**config.mk**
```make
export PLATFORM = sky130hd
export DESIGN_NAME = instr_mem_loader
export DESIGN_NICKNAME = d
export VERILOG_FILES = /design/src/rtl/instr_mem_loader_pkg.sv /design/src/rtl/instr_mem_loader_word_assembler.sv /design/src/rtl/instr_mem_loader.sv
export SDC_FILE = /design/constraint.sdc
export NUM_CORES = 1
export LEC_CHECK = 0
export ABC_AREA = 1
export BUFFER_PORTS_ARGS = -buffer_cell sky130_fd_sc_hd__clkbuf_2
export CAP_MARGIN = 10
export CORE_AREA = 10 10 112 114
export DETAILED_ROUTE_END_ITERATION = 8
export DIE_AREA = 0 0 122 124
export GPL_ROUTABILITY_DRIVEN = 0
export GPL_TIMING_DRIVEN = 0
export SKIP_CTS_REPAIR_TIMING = 1
export SYNTH_ARGS = -nofsm -noshare
export SYNTH_HDL_FRONTEND = slang
export SYNTH_SLANG_ARGS = --single-unit
```
**constraint.sdc**
```tcl
create_clock -name clk -period 2.65 [get_ports clk]
set_input_delay 0.53 -clock clk [delete_from_list [all_inputs] [get_ports clk]]
set_output_delay 0.53 -clock clk [all_outputs]
set_load 0.05 [all_outputs]
```
**src/rtl/instr_mem_loader_pkg.sv**
```systemverilog
// Shared types and constants for the instruction-memory boot loader.
package instr_mem_loader_pkg;

  localparam int LANE_W         = 8;
  localparam int WIDTH_DEFAULT  = 32;
  localparam int BYTES_PER_WORD = WIDTH_DEFAULT / LANE_W;

  typedef enum logic [2:0] {
    S_IDLE  = 3'd0,
    S_RECV  = 3'd1,
    S_WRITE = 3'd2,
    S_DONE  = 3'd3,
    S_CHECK = 3'd4
  } state_e;

  function automatic int bytes_per_word(input int width);
    return width / LANE_W;
  endfunction

endpackage

```
**src/rtl/instr_mem_loader_word_assembler.sv**
```systemverilog
// Collects accepted bytes into a little-endian word; word_complete flags the final lane.
module loader_word_assembler
  import instr_mem_loader_pkg::*;
#(
  parameter int WIDTH = 32
) (
  input  logic             clk,
  input  logic             reset,
  input  logic             clear,
  input  logic             accept,
  input  logic [7:0]       byte_in,
  output logic [WIDTH-1:0] word,
  output logic             word_complete
);

  localparam int BPW   = bytes_per_word(WIDTH);
  localparam int IDX_W = (BPW > 1) ? $clog2(BPW) : 1;

  logic [IDX_W-1:0] byte_idx;

  assign word_complete = accept && (byte_idx == IDX_W'(BPW - 1));

  always_ff @(posedge clk or negedge reset) begin
    if (!reset) begin
      byte_idx <= '0;
      word     <= '0;
    end else if (clear) begin
      byte_idx <= '0;
    end else if (accept) begin
      word[LANE_W*int'(byte_idx) +: LANE_W] <= byte_in;
      // Wrap on the last lane so the next word starts at lane 0 after WRITE.
      byte_idx <= word_complete ? '0 : byte_idx + IDX_W'(1);
    end
  end

endmodule

```
**src/rtl/instr_mem_loader.sv**
```systemverilog
// Boot loader: byte stream -> instruction memory, holds the CPU in reset until loaded.
// Optional trailing checksum byte enabled by INSTR_MEM_LOADER_CHECKSUM_EN.
//
// state   | meaning
// IDLE    | waiting for start (after reset, reject or abort)
// RECV    | accepting bytes of the current word
// WRITE   | one-cycle memory write of the assembled word
// CHECK   | accepting the checksum byte (checksum build only)
// DONE    | program loaded, CPU released
module instr_mem_loader
  import instr_mem_loader_pkg::*;
#(
  parameter int WIDTH  = 32,
  parameter int ADDR_W = 6
) (
  input  logic              clk,
  input  logic              reset,
  input  logic              start,
  input  logic [ADDR_W:0]   word_count,
  input  logic              abort,
  input  logic [7:0]        byte_in,
  input  logic              byte_valid,
  output logic              byte_ready,
  output logic              mem_we,
  output logic [ADDR_W+1:0] mem_addr,
  output logic [WIDTH-1:0]  mem_wdata,
  output logic              cpu_hold,
  output logic              busy,
  output logic              done,
  output logic              error
);

  localparam int DEPTH = 2 ** ADDR_W;
  localparam int CNT_W = ADDR_W + 1;

  state_e state, state_nxt;

  logic [CNT_W-1:0]  count_q;
  logic [CNT_W-1:0]  word_idx;
  logic [ADDR_W+1:0] addr_hold;
  logic [WIDTH-1:0]  wdata_hold;
  logic [WIDTH-1:0]  asm_word;
  logic              error_q;
  logic              start_ok, start_zero, start_bad, start_load;
  logic              in_load, abort_act, accept, recv_accept;
  logic              word_complete, last_word;

  assign start_ok    = start && (state == S_IDLE || state == S_DONE);
  assign start_zero  = start_ok && (word_count == '0);
  assign start_bad   = start_ok && (word_count > CNT_W'(DEPTH));
  assign start_load  = start_ok && !start_zero && !start_bad;
  assign in_load     = (state == S_RECV) || (state == S_WRITE) || (state == S_CHECK);
  assign abort_act   = abort && in_load;
  // Ready drops under abort so the source never sees a byte consumed that was discarded.
  assign byte_ready  = ((state == S_RECV) || (state == S_CHECK)) && !abort;
  assign accept      = byte_valid && byte_ready;
  assign recv_accept = accept && (state == S_RECV);
  assign last_word   = (word_idx + CNT_W'(1)) == count_q;

  loader_word_assembler #(.WIDTH(WIDTH)) u_asm (
    .clk           (clk),
    .reset         (reset),
    .clear         (start_ok),
    .accept        (recv_accept),
    .byte_in       (byte_in),
    .word          (asm_word),
    .word_complete (word_complete)
  );

`ifdef INSTR_MEM_LOADER_CHECKSUM_EN
  logic [7:0] sum_q;
  logic       csum_ok, csum_fail;

  assign csum_ok   = (state == S_CHECK) && accept && (byte_in == sum_q);
  assign csum_fail = (state == S_CHECK) && accept && (byte_in != sum_q);

  always_ff @(posedge clk or negedge reset) begin
    if (!reset)           sum_q <= '0;
    else if (start_ok)    sum_q <= '0;
    else if (recv_accept) sum_q <= sum_q + byte_in;
  end
`endif

  always_ff @(posedge clk or negedge reset) begin
    if (!reset) state <= S_IDLE;
    else        state <= state_nxt;
  end

  always_comb begin
    state_nxt = state;
    case (state)
      S_IDLE, S_DONE: begin
        if (start_zero)      state_nxt = S_DONE;
        else if (start_bad)  state_nxt = S_IDLE;
        else if (start_load) state_nxt = S_RECV;
      end
      S_RECV: begin
        if (abort)              state_nxt = S_IDLE;
        else if (word_complete) state_nxt = S_WRITE;
      end
      S_WRITE: begin
        if (abort) state_nxt = S_IDLE;
        else if (last_word) begin
`ifdef INSTR_MEM_LOADER_CHECKSUM_EN
          state_nxt = S_CHECK;
`else
          state_nxt = S_DONE;
`endif
        end else state_nxt = S_RECV;
      end
`ifdef INSTR_MEM_LOADER_CHECKSUM_EN
      S_CHECK: begin
        if (abort)          state_nxt = S_IDLE;
        else if (csum_ok)   state_nxt = S_DONE;
        else if (csum_fail) state_nxt = S_IDLE;
      end
`endif
      default: state_nxt = S_IDLE;
    endcase
  end

  always_ff @(posedge clk or negedge reset) begin
    if (!reset) begin
      count_q    <= '0;
      word_idx   <= '0;
      error_q    <= 1'b0;
      addr_hold  <= '0;
      wdata_hold <= '0;
    end else begin
      if (start_zero) begin
        error_q <= 1'b0;
      end else if (start_bad) begin
        error_q <= 1'b1;
      end else if (start_load) begin
        count_q  <= word_count;
        word_idx <= '0;
        error_q  <= 1'b0;
      end
      if (state == S_WRITE) begin
        word_idx   <= word_idx + CNT_W'(1);
        addr_hold  <= mem_addr;
        wdata_hold <= asm_word;
      end
      if (abort_act) error_q <= 1'b1;
`ifdef INSTR_MEM_LOADER_CHECKSUM_EN
      if (csum_fail) error_q <= 1'b1;
`endif
    end
  end

  // Address/data are live during WRITE and otherwise replay the last write.
  assign mem_we    = (state == S_WRITE);
  assign mem_addr  = mem_we ? {word_idx[ADDR_W-1:0], 2'b00} : addr_hold;
  assign mem_wdata = mem_we ? asm_word : wdata_hold;
  assign busy      = in_load;
  assign done      = (state == S_DONE);
  assign cpu_hold  = (state != S_DONE);
  assign error     = error_q;

endmodule

```
== Yosys cells after proc, flatten, opt, wreduce, memory -nomap -nowiden ==
Index checks and enable logic that the tools add are counted.

* Register bits after elaboration: 92
* Input port bits: 20

* Add/subtract/negate cells: 3
* $lt $le $gt $ge: 1
* Equal/unequal tests: 11
* Shift operators: 2
* Muxes and demuxes: 22
* Bitwise gates (word level): 3
* Reductions and logical operators: 27

{| class="wikitable"
|+ Operators with widths
! cell !! count
|-
| negator 5 -> 33 bit || 1
|-
| variable shift 8 x 33 -> 32 bit (first input constant) || 1
|-
| variable part select 8 x 33 -> 32 bit || 1
|-
| bitwise mux 32 bit || 1
|-
| two-way mux 32 bit || 1
|-
| two-way mux 7 bit || 4
|-
| two-way mux 3 bit || 5
|-
| logical AND 1 bit || 10
|-
| two-way mux 2 bit || 5
|-
| one-hot mux 3 bit (3 select lines) || 1
|-
| two-way mux 8 bit || 1
|-
| adder 7 x 1 -> 7 bit (second input constant) || 1
|-
| == test 7 bit || 1
|-
| greater-than comparator 7 bit (second input constant) || 1
|-
| zero test 7 bit || 1
|-
| == test 3 x 2 -> 1 bit (second input constant) || 2
|-
| != test 3 x 2 -> 1 bit (second input constant) || 2
|-
| AND reduction 3 bit || 2
|-
| logical OR 1 bit || 4
|-
| two-way mux 1 bit || 4
|-
| != test 2 bit (second input constant) || 2
|-
| != test 4 bit (second input constant) || 1
|-
| AND reduction 2 bit || 2
|-
| nonzero test 2 bit || 2
|-
| other kinds (9) || 13
|}

== Logic depth before layout (Yosys ltp) ==
Gate-level depths: netlist (run 1).

* Depth in word-level cells: 11
* Gate-level depth with buffers: 11
* Gate-level depth less buffers: 11

== Modules after synthesis ==
From an unflattened synthesis (run 1), not the netlist that was laid out.

* Cells, all modules: 505
* Area total of the unflattened synthesis: 4127.7 um^2

{| class="wikitable"
|+ By module, submodules not included
! module !! times used !! cells an instance !! area each (um^2)
|-
| instr_mem_loader || 1 || 313 || 2551.2
|-
| loader_word_assembler || 1 || 192 || 1576.5
|}

== Worst setup path before layout (run 1) ==
No wires, ideal clock.

* Path kind: register to output
* Start: reg state[0]
* End: out mem_wdata[24]
* Data arrival time: 2.583 ns
* Setup slack: -0.463 ns
* Cell stages (with the launch flop): 6
* Path through: dfrtp_1 > inv_1 > ha_1 > inv_1 > clkbuf_1 > o21ai_0

* Word-level cells in the longest chain between the ends: 2

{| class="wikitable"
|+ Ends and longest elaborated chain
! item !! line !! RTL
|-
| start, declared || instr_mem_loader.sv:36 || <nowiki>state_e state, state_nxt;</nowiki>
|-
| start signal, assigned || instr_mem_loader.sv:86 || <nowiki>else state <= state_nxt;</nowiki>
|-
| == test 3 x 2 -> 1 bit || instr_mem_loader.sv:152 || <nowiki>assign mem_we = (state == S_WRITE);</nowiki>
|-
| via mem_we || instr_mem_loader.sv:24 || <nowiki>output logic mem_we,</nowiki>
|-
| two-way mux 32 bit || - ||
|-
| end, declared || instr_mem_loader.sv:26 || <nowiki>output logic [WIDTH-1:0] mem_wdata,</nowiki>
|}

The timed path passes the listed nets, and every way through them passes these cells.

== Worst setup path after layout (run 1) ==
* Start: reg state[0]
* End: out mem_wdata[30]

* Word-level cells in the longest chain between the ends: 2

{| class="wikitable"
|+ Ends and longest elaborated chain
! item !! line
|-
| == test 3 x 2 -> 1 bit || instr_mem_loader.sv:152
|-
| two-way mux 32 bit || -
|}

No other way between the ends.

==> out/results.tsv, run 1 <==
metric	value	unit
finalSetupViolCount	0	
netlist.area_leader.share	0.561	
fin_tns_setup	0	ps
regToRegSetupSlack	400	ps
initial_utilization	0.397	
layout_common_cells	dfrtp_1 (91), nand2_1 (78), inv_1 (74), o21ai_1 (46), clkbuf_2 (42)	
tightest_slew	605	ps
crit_path_start	state[0]$_DFFE_PN0P_	
hold_violations	0	
ys_seq_area_frac	0.561	
drt-total-wl	9390	um
num_io_pins	66	
drc	0	
antenna_found_initial	0	
insertion_delay	360	ps
synth_cell_types	26	
grt_max_degree	50	
timing.final.crit_period	2530	ps
ys.flop_type	dfrtp_1	
postLayoutCoreUtil	0.486	
postRouteAntennaNets	0	
cts_buffer_depth	2	
wire_per_inst	13.9	um
overflow	0	
synth_fp_nets	485	
synth_area_per_cell	8.90	um^2
htreeDepth	3	
hpwlAfterDp	7090	um
status	finished clean	
synth_edf_count	0	
worst_path_max_delay_cell	dfrtp_1	
synth_area_leaders	dfrtp_1 (56%), o21ai_0 (8.8%), nand2_1 (7.2%), inv_1 (6.9%), nand3_1 (3.2%)	
rr_worst_depth	9	
r2r_start	u_asm.byte_idx[0]$_DFFE_PN0P_	
synth_largest_area_cell	dfrtp_1	
n_antenna_cell	0	
ys_seq_elements	91	
root_buffer	clkbuf_8	
worstReg2RegEnd	u_asm.word[2]$_DFFE_PN0P_	
worstPathArrival	2000	ps
startpoint_type	register	
die_area	0.0151	mm^2
fillCellCount	991	
firstDrtPassIters	4	
route.vias.total	3192	
worstPathRequired	2120	ps
synth-warning-count	0	
max-cap-violations	0	
cpMostUsedCell	buf_6	
cts_tree	done	
clk_pin_slew	90	ps
netlist_area	0.00406	mm^2
endpoint_kind	primary output	
cts_sinks	91	
worstHoldPathType	in -> async	
skew	5.88	ps
crit_fanout	10	
async_flop_share	1.00	
dr.first_iter.drc_count	148	
netlist_instances	456	
area_growth	22.6	%
final_nets	563	
path_cells	inv_1 > ha_2 > inv_2 > buf_6 > buf_4 > nand2_1 > o21ai_1 > buf_6	
coreArea	0.0102	mm^2
max_stage_delay	400	ps
drv_slew	0	
row_count	37	
grt_pass1_vias	3298	
crit_type	reg -> out	
grt_use_total	0.132	
grt_pass1_wl	16000	um
drive_above_1_share	0.217	
drt-vias-per-instance	4.73	
fmax	395	MHz
die_h	124	um
mostFrequentLayoutCell	dfrtp_1	
numCtsBuffers	9	
max-slew-margin-rel	0.597	
crit_end	mem_wdata[30]	
finalCritPeriodShare	0.956	
dieWidth	122	um
port_buffers	65	
hold_ws	187	ps
-- cells in the mapped netlist, types with 3 or more instances --
cell type / number
dfrtp_1: 91
nand2_1: 78
inv_1: 75
o21ai_0: 71
nor2_1: 32
nand3_1: 26
nand4_1: 16
o21ai_1: 10
ha_1: 9
buf_2: 7
clkbuf_1: 7
o22ai_1: 7
a21oi_1: 5
nor2_4: 5
buf_4: 4
a21oi_2: 3
-- flip-flops by register name (all words and copies together) (netlist names) --
register and count:
u_asm.byte_idx 2, state 2, u_asm.word 32, wdata_hold 32, word_idx 7, addr_hold 8
error 1, count_q 7
-- layout make-up --
class	instances	area (um^2)	area share
plain buffers	19	123	0.0246
well taps	136	170	0.0342
repair buffers	67	448	0.0900
clock buffers	10	138	0.0277
flip-flops and latches	91	2280	0.458
multi-input cells	271	1400	0.282
inverters	75	282	0.0566
clock inverters	6	136	0.0274
-- worst max-delay path, delay by kind of cell, from the launching register on --
family / cells / cell delay [ps]
DFF: 1 / 400
buffers and inverters: 5 / 770
AOI/OAI and AO/OA: 1 / 160
adders and majority gates: 1 / 240
and+or+nand+nor: 1 / 60
-- through the flow --
step	cells	instance area [um^2]	worst slack, ps
CTS	674	4860	-409
global placement	657	4550	12.1
global route	675	4980	-5.42
floorplan	456	4060	-87.4
detailed placement	658	4580	3.94
finish	675	4980	116
-- layer usage --
metal  track usage  share of wire  up-vias
li1              -              -     1622
met3        0.0353          0.050       16
met4        0.0499          0.018        0
met2         0.219           0.48       61
met5             0              0        -
met1         0.160           0.45     1493
-- logic make-up after synthesis --
family / after synthesis / share of synthesized area
simple gates: 163 / 0.188
compound gates: 99 / 0.129
buf+inv: 94 / 0.0946
flops: 91 / 0.561
fa+ha+maj: 9 / 0.0277
-- how the worst min path moves through the flow --
| stage | start | cells after the start | slack [ps] | endpoint |
|---|---|---|---|---|
| 6_report | reset | 1 | 190 | wdata_hold[13]$_DFF_PN0_ |
| 5_1_grt | reset | 1 | 230 | wdata_hold[13]$_DFF_PN0_ |
| 4_1_cts | reset | 1 | 200 | wdata_hold[13]$_DFF_PN0_ |
| 3_5_place_dp | addr_hold[0]$_DFFE_PN0P_ | 2 | 470 | addr_hold[0]$_DFFE_PN0P_ |
| 3_3_place_gp | addr_hold[5]$_DFFE_PN0P_ | 2 | 460 | addr_hold[5]$_DFFE_PN0P_ |
| 2_1_floorplan | reset | 0 | 230 | addr_hold[0]$_DFFE_PN0P_ |
Power of run 1 is left out: the tool's default activity adds up to more than one toggle a clock period on the data nets, which glitch-free logic cannot reach.
==> run 2, diff against run 1 <==
- clock period: 2.65 -> 2.3 ns (I/O delays scaled with it)
==> out/results.tsv, run 2 (synthesis results as in run 1) <==
metric	value	unit	change
status	finished clean		
finalSetupViolCount	0		unchanged
route.vias.total	3249		+1.8%
row_count	37		unchanged
drt-vias-per-instance	4.80		+1.5%
timing.final.crit_period	2220	ps	
reg_top3	u_asm.word (32), wdata_hold (32), addr_hold (8)		
cts_sinks	91		unchanged
worst_path_max_delay_cell	dfrtp_1		
worstPathRequired	1840	ps	-280 ps
cts_tree	done		
hold_violations	0		unchanged
wire_per_inst	14.4	um	+3.5%
drive_above_1_share	0.292		+0.0750
overflow	0		unchanged
cp_top_family	buffers and inverters		
postRouteAntennaNets	0		unchanged
startpoint_type	register		
area_growth	31.2	%	
root_buffer	clkbuf_8		
crit_type	reg -> out		
drt-met1-wl	4640	um	+8.9%
worstHoldPathType	in -> async		
insertion_delay	360	ps	about the same
max-slew-margin-rel	0.651		+0.0544
placement.cell_area	0.00480	mm^2	+4.7%
path_cells	inv_2 > ha_4 > inv_4 > buf_2 > o21ai_2 > buf_4		
finalCritPeriodShare	0.965		
grt_pass1_vias	3306		+0.24%
drc	0		unchanged
die_area	0.0151	mm^2	unchanged
dieWidth	122	um	unchanged
fin_tns_setup	0	ps	unchanged
layout_common_cells	dfrtp_1 (91), nand2_1 (78), inv_1 (73), o21ai_0 (34), nor2_1 (31)		
die_h	124	um	unchanged
placed_cells	658		unchanged
coreArea	0.0102	mm^2	unchanged
fmax	451	MHz	
rsz0062_at_grt	true		
port_buffers	65		unchanged
path_buf_inv	4		-1
cts_buffer_depth	2		unchanged
wl_met3	540	um	+15%
mostFrequentLayoutCell	dfrtp_1		
worstPathArrival	1760	ps	-240 ps
tightest_slew	523	ps	-81.5 ps
dr.first_iter.drc_count	167		+13%
drv_slew	0		unchanged
htreeDepth	3		unchanged
crit_fanout	10		unchanged
final_area	0.00532	mm^2	+7.0%
clk_pin_slew	100	ps	about the same
antenna_found_initial	0		unchanged
firstDrtPassIters	4		unchanged
n_antenna_cell	0		unchanged
regToRegSetupSlack	190	ps	-210 ps
hpwlAfterDp	7430	um	+4.9%
initial_utilization	0.397		unchanged
route.met2.wl	4430	um	-1.3%
drt-total-wl	9740	um	+3.8%
grt_pass1_wl	16300	um	+1.9%
numCtsBuffers	9		unchanged
skew	11.1	ps	+5.23 ps
grt_use_total	0.135		+0.00305
num_io_pins	66		unchanged
grt_max_degree	58		+16%
final_cells	677		+0.30%
endpoint_kind	primary output		
final_nets	565		+0.36%
topRoutingLayerUsed	met4		
max_stage_delay	410	ps	about the same
max-cap-violations	0		unchanged
run 2: cell types whose count changed in the layout (fill, tap and decap cells not counted), moves of 2 or more:
cell,before,now
o21ai_2,1,27
clkinv_2,0,2
bufinv_16,4,2
o21ai_1,46,10
clkbuf_2,42,27
buf_6,8,29
buf_4,18,16
o21ai_4,0,10
clkbuf_4,10,7
buf_8,0,2
run 2: metrics by stage:
| step | setup WS (ps) | hold WS, ps | util |
|---|---|---|---|
| 2_1_floorplan | -16.1 | 164 | - |
| 6_report | 81.1 | 92.5 | 0.520 |
| 4_1_cts | -666 | 94.5 | 0.491 |
| 5_1_grt | -19.7 | 112 | 0.520 |
| 3_3_place_gp | -321 | 454 | 0.466 |
| 3_5_place_dp | -253 | 456 | 0.469 |
run 2: path summary, 6_finish.rpt:
| kind | from | to | cells after the start |
|---|---|---|---|
| worst max-delay path | state[0]$_DFFE_PN0P_ | mem_wdata[17] | 6 |
| worst min-delay path | reset | u_asm.word[9]$_DFFE_PN0P_ | 1 |
| worst max register to register | u_asm.byte_idx[0]$_DFFE_PN0P_ | u_asm.word[19]$_DFFE_PN0P_ | 8 |
| worst min register to register | wdata_hold[5]$_DFF_PN0_ | wdata_hold[5]$_DFF_PN0_ | 2 |
| max in group asynchronous | reset | count_q[4]$_DFFE_PN0P_ | 2 |
| min in group clk | byte_in[2] | u_asm.word[2]$_DFFE_PN0P_ | 3 |
run 2: metal layers:
layer | GRT usage | vias to the layer above
met5 | 0 | -
met4 | 0.0469 | 0
met3 | 0.0403 | 8
met2 | 0.204 | 81
met1 | 0.179 | 1514
li1 | - | 1646
run 2: layout make-up:
| cell class | count | area (um^2) |
|---|---|---|
| inverter | 75 | 284 |
| tap | 136 | 170 |
| sequential | 91 | 2280 |
| clock inverter | 6 | 87.6 |
| fill | 961 | 4910 |
| buffer | 18 | 155 |
| clock buffer | 10 | 138 |
| timing repair buffer | 70 | 586 |
| multi-input combinational | 271 | 1630 |
Power of run 2 is left out for the same reason.
